### src/rtl/mult_ctrl_pkg.sv
// Shared types and sizes for the multiplier-sharing controller.
// State encoding, operand/product widths and the default watchdog limit.
package mult_ctrl_pkg;

    typedef enum logic [1:0] {
        ST_IDLE = 2'd0,
        ST_BUSY = 2'd1,
        ST_RESP = 2'd2
    } state_t;

    localparam int OPND_W      = 32;
    localparam int PROD_W      = 64;
    localparam int TIMEOUT_DEF = 64;

endpackage

### src/rtl/mult_share_ctrl_rr_arbiter.sv
// Combinational round-robin picker: first asserted request after ptr, wrapping.
// Produces both the one-hot grant and its encoded index.
module rr_arbiter
    import mult_ctrl_pkg::*;
#(
    parameter int NREQ = 4,
    parameter int IDW  = 2
) (
    input  logic [NREQ-1:0] req,
    input  logic [IDW-1:0]  ptr,
    output logic [NREQ-1:0] grant,
    output logic [IDW-1:0]  grant_id
);

    logic [IDW-1:0] cand;

    // Walk from farthest to nearest so the candidate closest after ptr wins.
    always_comb begin
        grant    = '0;
        grant_id = '0;
        cand     = '0;
        for (int k = NREQ; k >= 1; k--) begin
            cand = IDW'((int'(ptr) + k) % NREQ);
            if (req[cand]) begin
                grant       = '0;
                grant[cand] = 1'b1;
                grant_id    = cand;
            end
        end
    end

endmodule

### src/rtl/mult_share_ctrl.sv
// Shares one iterative 32x32 multiplier between NREQ requesters with round-robin
// arbitration, level-held begin/end sequencing, a watchdog and an ID-tagged response.
module mult_share_ctrl
    import mult_ctrl_pkg::*;
#(
    parameter int NREQ    = 4,
    parameter int IDW     = 2,
    parameter int TIMEOUT = TIMEOUT_DEF
) (
    input  logic                     clk,
    input  logic                     reset,
    input  logic [NREQ-1:0]          req_valid,
    input  logic [NREQ*OPND_W-1:0]   req_op1,
    input  logic [NREQ*OPND_W-1:0]   req_op2,
    output logic [NREQ-1:0]          req_ready,
    output logic                     resp_valid,
    output logic [IDW-1:0]           resp_id,
    output logic [PROD_W-1:0]        resp_product,
    output logic                     resp_error,
    input  logic                     resp_ready,
    output logic                     mult_begin,
    output logic [OPND_W-1:0]        mult_operand1,
    output logic [OPND_W-1:0]        mult_operand2,
    input  logic [PROD_W-1:0]        mult_product,
    input  logic                     mult_end,
    output logic                     busy
);

    localparam int WDW = $clog2(TIMEOUT);

    state_t          state;
    state_t          state_nxt;
    logic [IDW-1:0]  ptr;
    logic [NREQ-1:0] grant;
    logic [IDW-1:0]  grant_id;
    logic [WDW-1:0]  wdog;
    logic            accept;
    logic            done_ok;
    logic            done_to;

    rr_arbiter #(
        .NREQ (NREQ),
        .IDW  (IDW)
    ) u_arb (
        .req      (req_valid),
        .ptr      (ptr),
        .grant    (grant),
        .grant_id (grant_id)
    );

    // Grant is only offered while idle; mult_end wins over a same-cycle watchdog expiry.
    always_comb begin
        state_nxt = state;
        req_ready = '0;
        accept    = 1'b0;
        done_ok   = 1'b0;
        done_to   = 1'b0;
        unique case (state)
            ST_IDLE: begin
                req_ready = grant;
                if (|grant) begin
                    accept    = 1'b1;
                    state_nxt = ST_BUSY;
                end
            end
            ST_BUSY: begin
                if (mult_end) begin
                    done_ok   = 1'b1;
                    state_nxt = ST_RESP;
                end else if (wdog == WDW'(TIMEOUT - 1)) begin
                    done_to   = 1'b1;
                    state_nxt = ST_RESP;
                end
            end
            ST_RESP: begin
                if (resp_ready) begin
                    state_nxt = ST_IDLE;
                end
            end
            default: state_nxt = ST_IDLE;
        endcase
    end

    assign mult_begin = (state == ST_BUSY);
    assign resp_valid = (state == ST_RESP);
    assign busy       = (state != ST_IDLE);

    always_ff @(posedge clk) begin
        if (reset) begin
            state         <= ST_IDLE;
            ptr           <= IDW'(NREQ - 1);
            wdog          <= '0;
            mult_operand1 <= '0;
            mult_operand2 <= '0;
            resp_id       <= '0;
            resp_product  <= '0;
            resp_error    <= 1'b0;
        end else begin
            state <= state_nxt;
            if (accept) begin
                mult_operand1 <= req_op1[OPND_W*grant_id +: OPND_W];
                mult_operand2 <= req_op2[OPND_W*grant_id +: OPND_W];
                resp_id       <= grant_id;
                ptr           <= grant_id;
                wdog          <= '0;
            end else if (state == ST_BUSY) begin
                wdog <= wdog + 1'b1;
            end
            // Result registers stay frozen through RESP until the next run completes.
            if (done_ok) begin
                resp_product <= mult_product;
                resp_error   <= 1'b0;
            end else if (done_to) begin
                resp_product <= '0;
                resp_error   <= 1'b1;
            end
        end
    end

endmodule
### config.mk
export PLATFORM = sky130hd
export DESIGN_NAME = mult_share_ctrl
export DESIGN_NICKNAME = d
export VERILOG_FILES = /design/src/rtl/mult_ctrl_pkg.sv /design/src/rtl/mult_share_ctrl_rr_arbiter.sv /design/src/rtl/mult_share_ctrl.sv
export SDC_FILE = /design/constraint.sdc
export NUM_CORES = 1
export LEC_CHECK = 0
export CORE_AREA = 2 2 179 181
export DETAILED_ROUTE_END_ITERATION = 10
export DIE_AREA = 0 0 181 183
export PLACE_DENSITY = 0.7
export REMOVE_ABC_BUFFERS = 1
export SLEW_MARGIN = 0
export SYNTH_ARGS = -nofsm -noshare
export SYNTH_HDL_FRONTEND = slang
export SYNTH_SLANG_ARGS = --single-unit
### constraint.sdc
create_clock -name clk -period 3.3 [get_ports clk]
set_clock_uncertainty 0.2 [all_clocks]
set_input_delay 0.33 -clock clk [delete_from_list [all_inputs] [get_ports clk]]
set_output_delay 0.33 -clock clk [all_outputs]
set_load 0.1 [all_outputs]
# After elaboration in Yosys (flattened, before gate mapping)
# Index checks and enable logic that the tools add are counted.
dict set report totals {
  ff_bits 141
  inputBits 328
  elab_cells 79
}
dict set report classes {
  addsub 5
  magnitude_cmp 8
  eq_ne 6
  shift 2
  n_mux 39
  reduce_logical 11
}
# operator count
set ops {}
lappend ops {{128-bit by 8-bit variable part select with 32-bit output} 2}
lappend ops {{64-bit two-way mux} 2}
lappend ops {{4-bit two-way mux} 5}
lappend ops {{2-bit two-way mux} 8}
lappend ops {{1-bit two-way mux} 15}
lappend ops {{2-bit by 3-bit < comparator with 1-bit output (second input constant)} 4}
lappend ops {{1-bit binary-select mux with 2-bit select} 4}
lappend ops {{1-bit demux with 2-bit select} 4}
lappend ops {{2-bit by 1-bit >= comparator with 1-bit output (second input constant)} 4}
lappend ops {{6-bit by 1-bit adder with 6-bit output (second input constant)} 1}
lappend ops {{6-bit == test (second input constant)} 1}
lappend ops {{2-bit one-hot mux with 3 select lines} 1}
lappend ops {{2-bit by 1-bit adder with 2-bit output (second input constant)} 2}
lappend ops {{2-bit adder (second input constant)} 2}
lappend ops {{1-bit logical AND} 4}
lappend ops {{2-bit nonzero test} 2}
lappend ops {{2-bit OR reduction} 2}
lappend ops {{4-bit OR reduction} 1}
lappend ops {{3-bit by 1-bit != test with 1-bit output (second input constant)} 1}
lappend ops {{3-bit AND reduction} 1}
lappend ops {{2-bit by 1-bit == test with 1-bit output (second input constant)} 1}
lappend ops {{2-bit == test (second input constant)} 1}
lappend ops {{2-bit logical NOT} 1}
lappend ops {{2-bit by 1-bit != test with 1-bit output (second input constant)} 1}
lappend ops {{2-bit != test (second input constant)} 1}

# Longest topological paths before layout
# Gate-level depths: netlist of the first run.
dict set report depth {
  depth_word 13
  ltp_mapped 13
}

# Hierarchy
# From an unflattened synthesis of the first run, not the netlist that was laid out.
dict set report unflattened {
  hier_cells 640
  hier_area_um2 6887.9
}
# module n_inst cells_per_inst area_per_inst_um2 seq_area_each_um2
set by_module_without_submodules {}
lappend by_module_without_submodules {mult_share_ctrl 1 583 6462.4 2822.7}
lappend by_module_without_submodules {rr_arbiter 1 57 425.4 0.0}

# Worst setup path before layout of the first run
# Ideal clock, no wire load.
dict set report synth_timing {
  path_kind {register -> output}
  start {reg ptr[0]}
  end {out req_ready[1]}
  arrival_ns 3.347
  t_required_ns 2.770
  slack_ns -0.577
  stages_incl_launch_ff 10
  n_path_buf 3
  path_cell_list {dfxtp_1 -> buf_6 -> inv_1 -> ha_1 -> buf_6 -> mux2_2 -> mux2i_4 -> buf_2 -> o2bb2ai_1 -> nor2_1}
}
dict set report synth_between {
  elab_chain_cells 10
  word_cells_on_any_way 37
  cone_classes {add/sub (4); order compare (8); mux (21); reduce/logical (4)}
}
# element line_no
set synth_lines {}
lappend synth_lines {{from (decl)} mult_share_ctrl.sv:33} ;# logic [IDW-1:0] ptr;
lappend synth_lines {{from (signal assigned)} mult_share_ctrl.sv:91} ;# ptr <= IDW'(NREQ - 1);
lappend synth_lines {{from (signal assigned)} mult_share_ctrl.sv:104} ;# ptr <= grant_id;
lappend synth_lines {{2-bit by 1-bit adder with 2-bit output} mult_share_ctrl_rr_arbiter.sv:23} ;# cand = IDW'((int'(ptr) + k) % NREQ);
lappend synth_lines {{2-bit by 3-bit < comparator with 1-bit output (implied by the code) / 2-bit by 1-bit >= comparator with 1-bit output (equally long branches)} mult_share_ctrl_rr_arbiter.sv:26} ;# grant[cand] = 1'b1;
lappend synth_lines {{1-bit logical AND (implied by the code)} mult_share_ctrl_rr_arbiter.sv:26}
lappend synth_lines {{1-bit two-way mux (implied by the code)} mult_share_ctrl_rr_arbiter.sv:26}
lappend synth_lines {{1-bit demux with 2-bit select} --}
lappend synth_lines {{4-bit two-way mux (3 in a row)} mult_share_ctrl_rr_arbiter.sv:24} ;# if (req[cand]) begin
lappend synth_lines {{4-bit two-way mux (*)} mult_share_ctrl_rr_arbiter.sv:24}
lappend synth_lines {{4-bit two-way mux (*)} mult_share_ctrl.sv:58} ;# unique case (state)
lappend synth_lines {{to (decl)} mult_share_ctrl.sv:15} ;# output logic [NREQ-1:0] req_ready,
# Every way passes the cells marked *; elsewhere a longest branch is shown, timed or not. The select of a mux whose other input is x is not followed.

# Worst setup path after layout of the first run
dict set report layout_timing {
  start {reg ptr[0]}
  end {out req_ready[0]}
}
# Same word-level chain as after synthesis.

==> reports/metrics.csv, run 1 <==
metric;value;unit
Root Buffer;clkbuf_16;
Post-synth EDFFs;0;
CTS H-tree depth;4;
Seq pwr share;15.2;%
Die Wd;181;um
Psw;8.589;mW
sw frac;55.31;%
Avg Cell Area, Syn;7.736;um2
DRT Pass-1 Iters;6;
Starting Density;34.26;%
sinks on the clock net;141;
RSZ-0062 raised after global routing;false;
total power;15.53;mW
synthesized flop and latch total;141;
first-pass GRT wire length;70.70;mm
clock power share;14.1;%
CP startpoint;ptr[0]$_SDFFE_PP1P_;
placed cell count;2117;
Reg-to-Reg Start;ptr[0]$_SDFFE_PP1P_;
Worst-Margin Slew;1.011;ns
CORE AREA;31230;um2
met3 Use GR;6.315;%
r2r endpoint;mult_operand2[6]$_SDFFE_PP0P_;
Yosys top cell by area;dfxtp_1;
Synth cell types;49;
WL final;46.50;mm
Final Hold Viols;0;
slew margin rel.;32.41;%
Worst R2R Setup Slack;0.24;ns
WL/cell;21.58;um
FF-to-FF path depth;11;
DR vias/cell;5.950;
Layout area overhead;51.55;%
async set-reset flop share out of synthesis;0;%
Hold Path End;resp_id[1]$_SDFFE_PP0P_;
share of post-route cells with drive strength above 1;9.029;%
grt ovf;0;
Data required, critical path;2.77;ns
met2 usage;45.12;%
fin cells;2155;
hold-critical path depth;4;
Clk pin slew, worst setup/hold paths;0.07;ns
Synth Instances;1383;
peak supply drop;0.9667;mV
final setup fails;0;
Leak Pwr;6.111;nW
Hold Crit Class;input pin to flip-flop;
synth cell count leaders;nand2_1 (329), dfxtp_1 (141), mux2i_1 (135), a22oi_1 (128), o2111ai_1 (128);
most frequent cell after synthesis;nand2_1;
Critical Path Source Type;flip-flop;
# port buffers;465;
outcome;complete, no violations;
fmax;314.6;MHz
crit-path max FO;8;
# rows;65;
ys flop type;dfxtp_1;
First DRT Iteration DRCs;920;
grt peak-use layer;met2;
part of the power in combinational logic;70.7;%
clk_lat worst skew;0.43;ns
Pint;6.941;mW
GRT met1 Usage;32.64;%
post-route DRC violation count;0;
largest net degree at the start of global routing;117;
total track usage;26.89;%
critical path class;flip-flop to primary output;
Hold Startpoint;reset;
sequential-to-total area share from yosys stat;26.38;%
final slew viol count;0;
final instance area;16210;um2
Die Ht;183;um
synth top area cells;dfxtp_1 (26%), mux2i_1 (13%), nand2_1 (12%);
clock buffer depth;2;
Yosys warning count;0;
fin crit period;3.179;ns
hpwl dp;31.76;mm
Layout Nets;2073;
routed via count;12823;
Placed Area;15530;um2
CTS Buf Count;17;
CP Capture Type;primary output;
Detail Route Antenna Nets;0;
num ports;466;
mapped cell area;10700;um2
max-cap violation count;0;
vias in the first global route;12209;
Placer Congestion;0.8503;
TritonCTS clock tree;yes;
final worst path period share;96.33;%
DIE AREA;33120;um2
Yosys top cell area share;26.38;%
data arrival time of the critical path;2.65;ns
power per cell area;957.8;nW/um2
initial antenna violation count;6;
logic make-up after synthesis:
kind of cell | Yosys count | synth area share (%)
muxes | 145 | 14.24
DFF | 141 | 26.38
adders and majority gates | 8 | 0.9356
buffers and inverters | 177 | 8.058
xor gates and xnor gates | 4 | 0.3275
AOI/OAI and AO/OA | 476 | 34.18
and+or+nand+nor | 432 | 15.87
sequential cells by signal, indices dropped and copies added (netlist names):
| signal | count |
|---|---|
| resp_product | 64 |
| wdog | 6 |
| state | 2 |
| resp_error | 1 |
| ptr | 2 |
| mult_operand1 | 32 |
| resp_id | 2 |
| mult_operand2 | 32 |
how the worst max path moves through the flow:
stage | to | slack, ns | depth (start not counted)
after CTS | req_ready[0] | 0.02 | 8
after floorplan | mult_operand1[10]$_SDFFE_PP0P_ | -5.85 | 7
after global placement | mult_operand2[6]$_SDFFE_PP0P_ | 0.15 | 11
final | req_ready[0] | 0.12 | 8
after detailed placement | mult_operand2[6]$_SDFFE_PP0P_ | 0.08 | 11
after global routing | req_ready[0] | 0.02 | 8
critical path, stage by stage (launching register included):
cell	delay [ns]
dfxtp_1	0.33
inv_1	0.08
ha_4	0.34
mux4_1	0.56
nor2b_4	0.16
a32oi_1	0.16
o2bb2ai_1	0.24
nor2_1	0.15
buf_12	0.20
layer usage:
metal	vias up	part of all wire (%)
met5	-	0.077
met4	6	4.0
met3	107	8.5
met2	675	47
met1	6096	40
li1	5939	-
power by group through the flow:
stage	clock network [mW]	registers, mW	logic, mW
2_1_floorplan	0	4.97	5.04
3_3_place_gp	0	2.39	10.7
3_5_place_dp	0	2.39	10.9
4_1_cts	2.21	2.37	10.9
5_1_grt	2.28	2.41	11.6
6_report	2.18	2.37	11.0
layout make-up:
class                      count  area, um2
clock buffer                  18      429.2
sequential                   141       2823
antenna                        3      7.507
clock inverter                14      207.7
inverter                       4      17.52
tap                          402      503.0
fill                        2941      15020
timing repair buffer         508       5120
multi-input combinational   1065       7107
metrics by stage:
stage	util [%]	setup TNS (ns)	worst slack [ns]	hold slack, ns
floorplan	-	-491.05	-5.851	0.1991
global placement	49.74	0	0.1496	0.2441
global route	51.91	0	0.01510	0.2837
finish	51.92	0	0.1211	0.2594
CTS	51.86	0	0.01987	0.2644
detailed placement	49.74	0	0.07747	0.2537
layout by cell type, fill, tap and decap left out, types with 3 or more instances in the layout:
cell type        count
clkinv_4             3
mux2i_1            135
inv_6                3
bufinv_16            4
a21oi_1              4
o2bb2ai_1            3
nor2b_1              7
mux2_2               5
nand2b_1             3
clkbuf_16           17
a21boi_0            64
dfxtp_1            141
o311ai_1            14
o311ai_0            50
a22oi_1            128
o21ai_0             66
o2111ai_1          128
buf_12              23
nor2_1              74
ha_1                 7
nand2_1            327
xor2_1               3
a32oi_1              4
clkdlybuf4s50_1    408
buf_4               76
diode_2              3
nor3_1               6
nand4_1              3
what timing repair did:
action                                 CTS  global route
buffers inserted                         3             0
resized for setup                        1             1
hold buffers                             0             0
gates cloned                             0             0
endpoints found under the hold margin    0             0
setup endpoints to repair                4             5
Note: power is estimated with default switching activity, not from simulation.
==> inputs of run 2 (changes only) <==
Settings changed: CORE_AREA 2 2 179 181 to 4 4 181 183, DIE_AREA 0 0 181 183 to 0 0 185 187.
==> run 2 against run 1 <==
Compared with the run above:
- clock-buffer cell count stayed put
- worst hold slack lost 0.072 ns
- largest cell class unchanged
- final area is 0.40% higher
- sequential power hardly changed
- worst setup slack improved by 0.021 ns
- critical path type unchanged
- utilization up 0.21 points
- total power is 0.79% higher
==> reports/metrics.csv, run 2 (synthesis gave the netlist of run 1 again) <==
metric;value;unit
outcome;complete, no violations;
CP bufs+invs;3;
CTS H-tree depth;4;
final worst path period share;95.69;%
peak supply drop;0.4670;mV
most common cell after layout, fill and taps aside;clkdlybuf4s50_1;
Root Buffer;clkbuf_16;
routed via count;12823;
final setup fails;0;
most frequent cells in the layout;clkdlybuf4s50_1 (395), nand2_1 (327), dfxtp_1 (141), mux2i_1 (135);
hpwl dp;33.59;mm
Reg-to-Reg Start;ptr[1]$_SDFFE_PP1P_;
DR vias/cell;5.901;
final slew viol count;0;
Starting Density;34.26;%
total stage count of the critical path;9;
# rows;65;
Layout Utilization;52.13;%
First DRT Iteration DRCs;1056;
CORE AREA;31230;um2
Worst-Margin Slew;1.013;ns
slew margin rel.;32.26;%
# port buffers;465;
pre-CTS setup slack;0.01575;ns
CP max-delay cell;mux2_2;
Die Ht;187;um
CP Capture Type;primary output;
Crit path largest cell delay;0.37;ns
hold_buf cts;0;
WL/cell;22.01;um
largest net degree at the start of global routing;79;
num ports;466;
power per cell area;961.5;nW/um2
Die Wd;185;um
CP startpoint;ptr[1]$_SDFFE_PP1P_;
sinks on the clock net;141;
cell breakdown of the critical path;inv_1, ha_1, buf_4, mux2_2, mux2i_4, nor2_1, o21ba_1, nor2_2, buf_12;
Leak Pwr;6.207;nW
Top reg by flops;resp_product;
share of post-route cells with drive strength above 1;10.64;%
clk_lat worst skew;0.42;ns
Hold Crit Class;input pin to flip-flop;
Detail Route Antenna Nets;0;
final instance area;16280;um2
Placed Area;15620;um2
critical path class;flip-flop to primary output;
total track usage;26.28;%
Data required, critical path;2.77;ns
FF-to-FF path depth;12;
grt ovf;0;
DRT Pass-1 Iters;5;
final setup TNS;0;ns
Placer Congestion;0.8910;
RSZ-0062 raised after global routing;true;
placed cell count;2135;
TritonCTS clock tree;yes;
DIE AREA;34600;um2
Clk pin slew, worst setup/hold paths;0.08;ns
WL final;47.83;mm
clock buffer depth;2;
initial antenna violation count;5;
Final Hold Viols;0;
fmax;316.7;MHz
end of the critical path;req_ready[3];
Layout Nets;2090;
max-cap violation count;0;
fin crit period;3.158;ns
crit-path max FO;6;
post-route DRC violation count;0;
top cell family by delay on the critical path;multiplexers;
fin cells;2173;
total power;15.65;mW
data arrival time of the critical path;2.63;ns
vias in the first global route;12956;
r2r endpoint;mult_operand2[0]$_SDFFE_PP0P_;
largest registers;resp_product: 64 flops, mult_operand1: 32 flops, mult_operand2: 32 flops;
hold-critical path depth;4;
Layout area overhead;52.16;%
Worst R2R Setup Slack;0.21;ns
CTS Buf Count;17;
flip-flop count of the largest register after layout;64;
Hold WS;0.1873;ns
Critical Path Source Type;flip-flop;
worst setup margin;0.1423;ns
first-pass GRT wire length;73.21;mm
run 2: changes by cell type in the layout (fill, tap and decap cells not counted), sizes merged:
cell           before  now
buf               100  130
clkdlybuf4s50     408  395
clkinv              4    3
diode               3    4
inv                 9   10
run 2: area by class of cell:
type | count | area [um2]
Clock inverter | 14 | 205.2
Sequential cell | 141 | 2823
Timing Repair Buffer | 525 | 5202
Clock buffer | 18 | 429.2
Multi-Input combinational cell | 1065 | 7089
Inverter | 4 | 17.52
Fill cell | 2931 | 14950
Antenna cell | 4 | 10.01
Tap cell | 402 | 503.0
run 2: worst min-delay path by stage:
stage                                    from                             end  slack [ns]
2_1_floorplan                           reset           state[1]$_SDFFE_PP0P_        0.20
3_3_place_gp   mult_operand2[15]$_SDFFE_PP0P_  mult_operand2[15]$_SDFFE_PP0P_        0.25
3_5_place_dp          resp_id[1]$_SDFFE_PP0P_         resp_id[1]$_SDFFE_PP0P_        0.25
4_1_cts                                 reset  mult_operand2[14]$_SDFFE_PP0P_        0.17
5_1_grt                                 reset         resp_id[1]$_SDFFE_PP0P_        0.21
6_report                                reset  mult_operand2[14]$_SDFFE_PP0P_        0.19
run 2: power by group:
group          internal (mW)  total [mW]  switching [mW]
Clock                   1.29        2.18           0.889
Combinational           3.60        11.1            7.50
Sequential              2.12        2.37           0.251
Total                   7.01        15.7            8.64
run 2: layer usage:
| layer | up-vias | global-route usage [%] | part of all wire (%) |
|---|---|---|---|
| met3 | 106 | 7.060 | 9.8 |
| met5 | - | 0 | 0.063 |
| met4 | 4 | 10.25 | 3.5 |
| met2 | 678 | 45.21 | 49 |
| met1 | 6071 | 30.95 | 38 |
| li1 | 5964 | - | - |
run 2: timing repair:
item | 4_1_cts | 5_1_grt
setup endpoints to repair | 1 | 2
buffers inserted | 2 | 0
gates resized for setup | 0 | 1
run 2: worst reg2reg max path, cell delays in order (launching register included):
cell and delay, ns:
dfxtp_1 0.34, inv_1 0.06, ha_1 0.34, buf_4 0.17, mux2_2 0.37, mux2i_4 0.25
buf_4 0.17, buf_4 0.13, buf_12 0.23, buf_12 0.21, o21ai_0 0.09, o311ai_0 0.29
mux2i_1 0.12
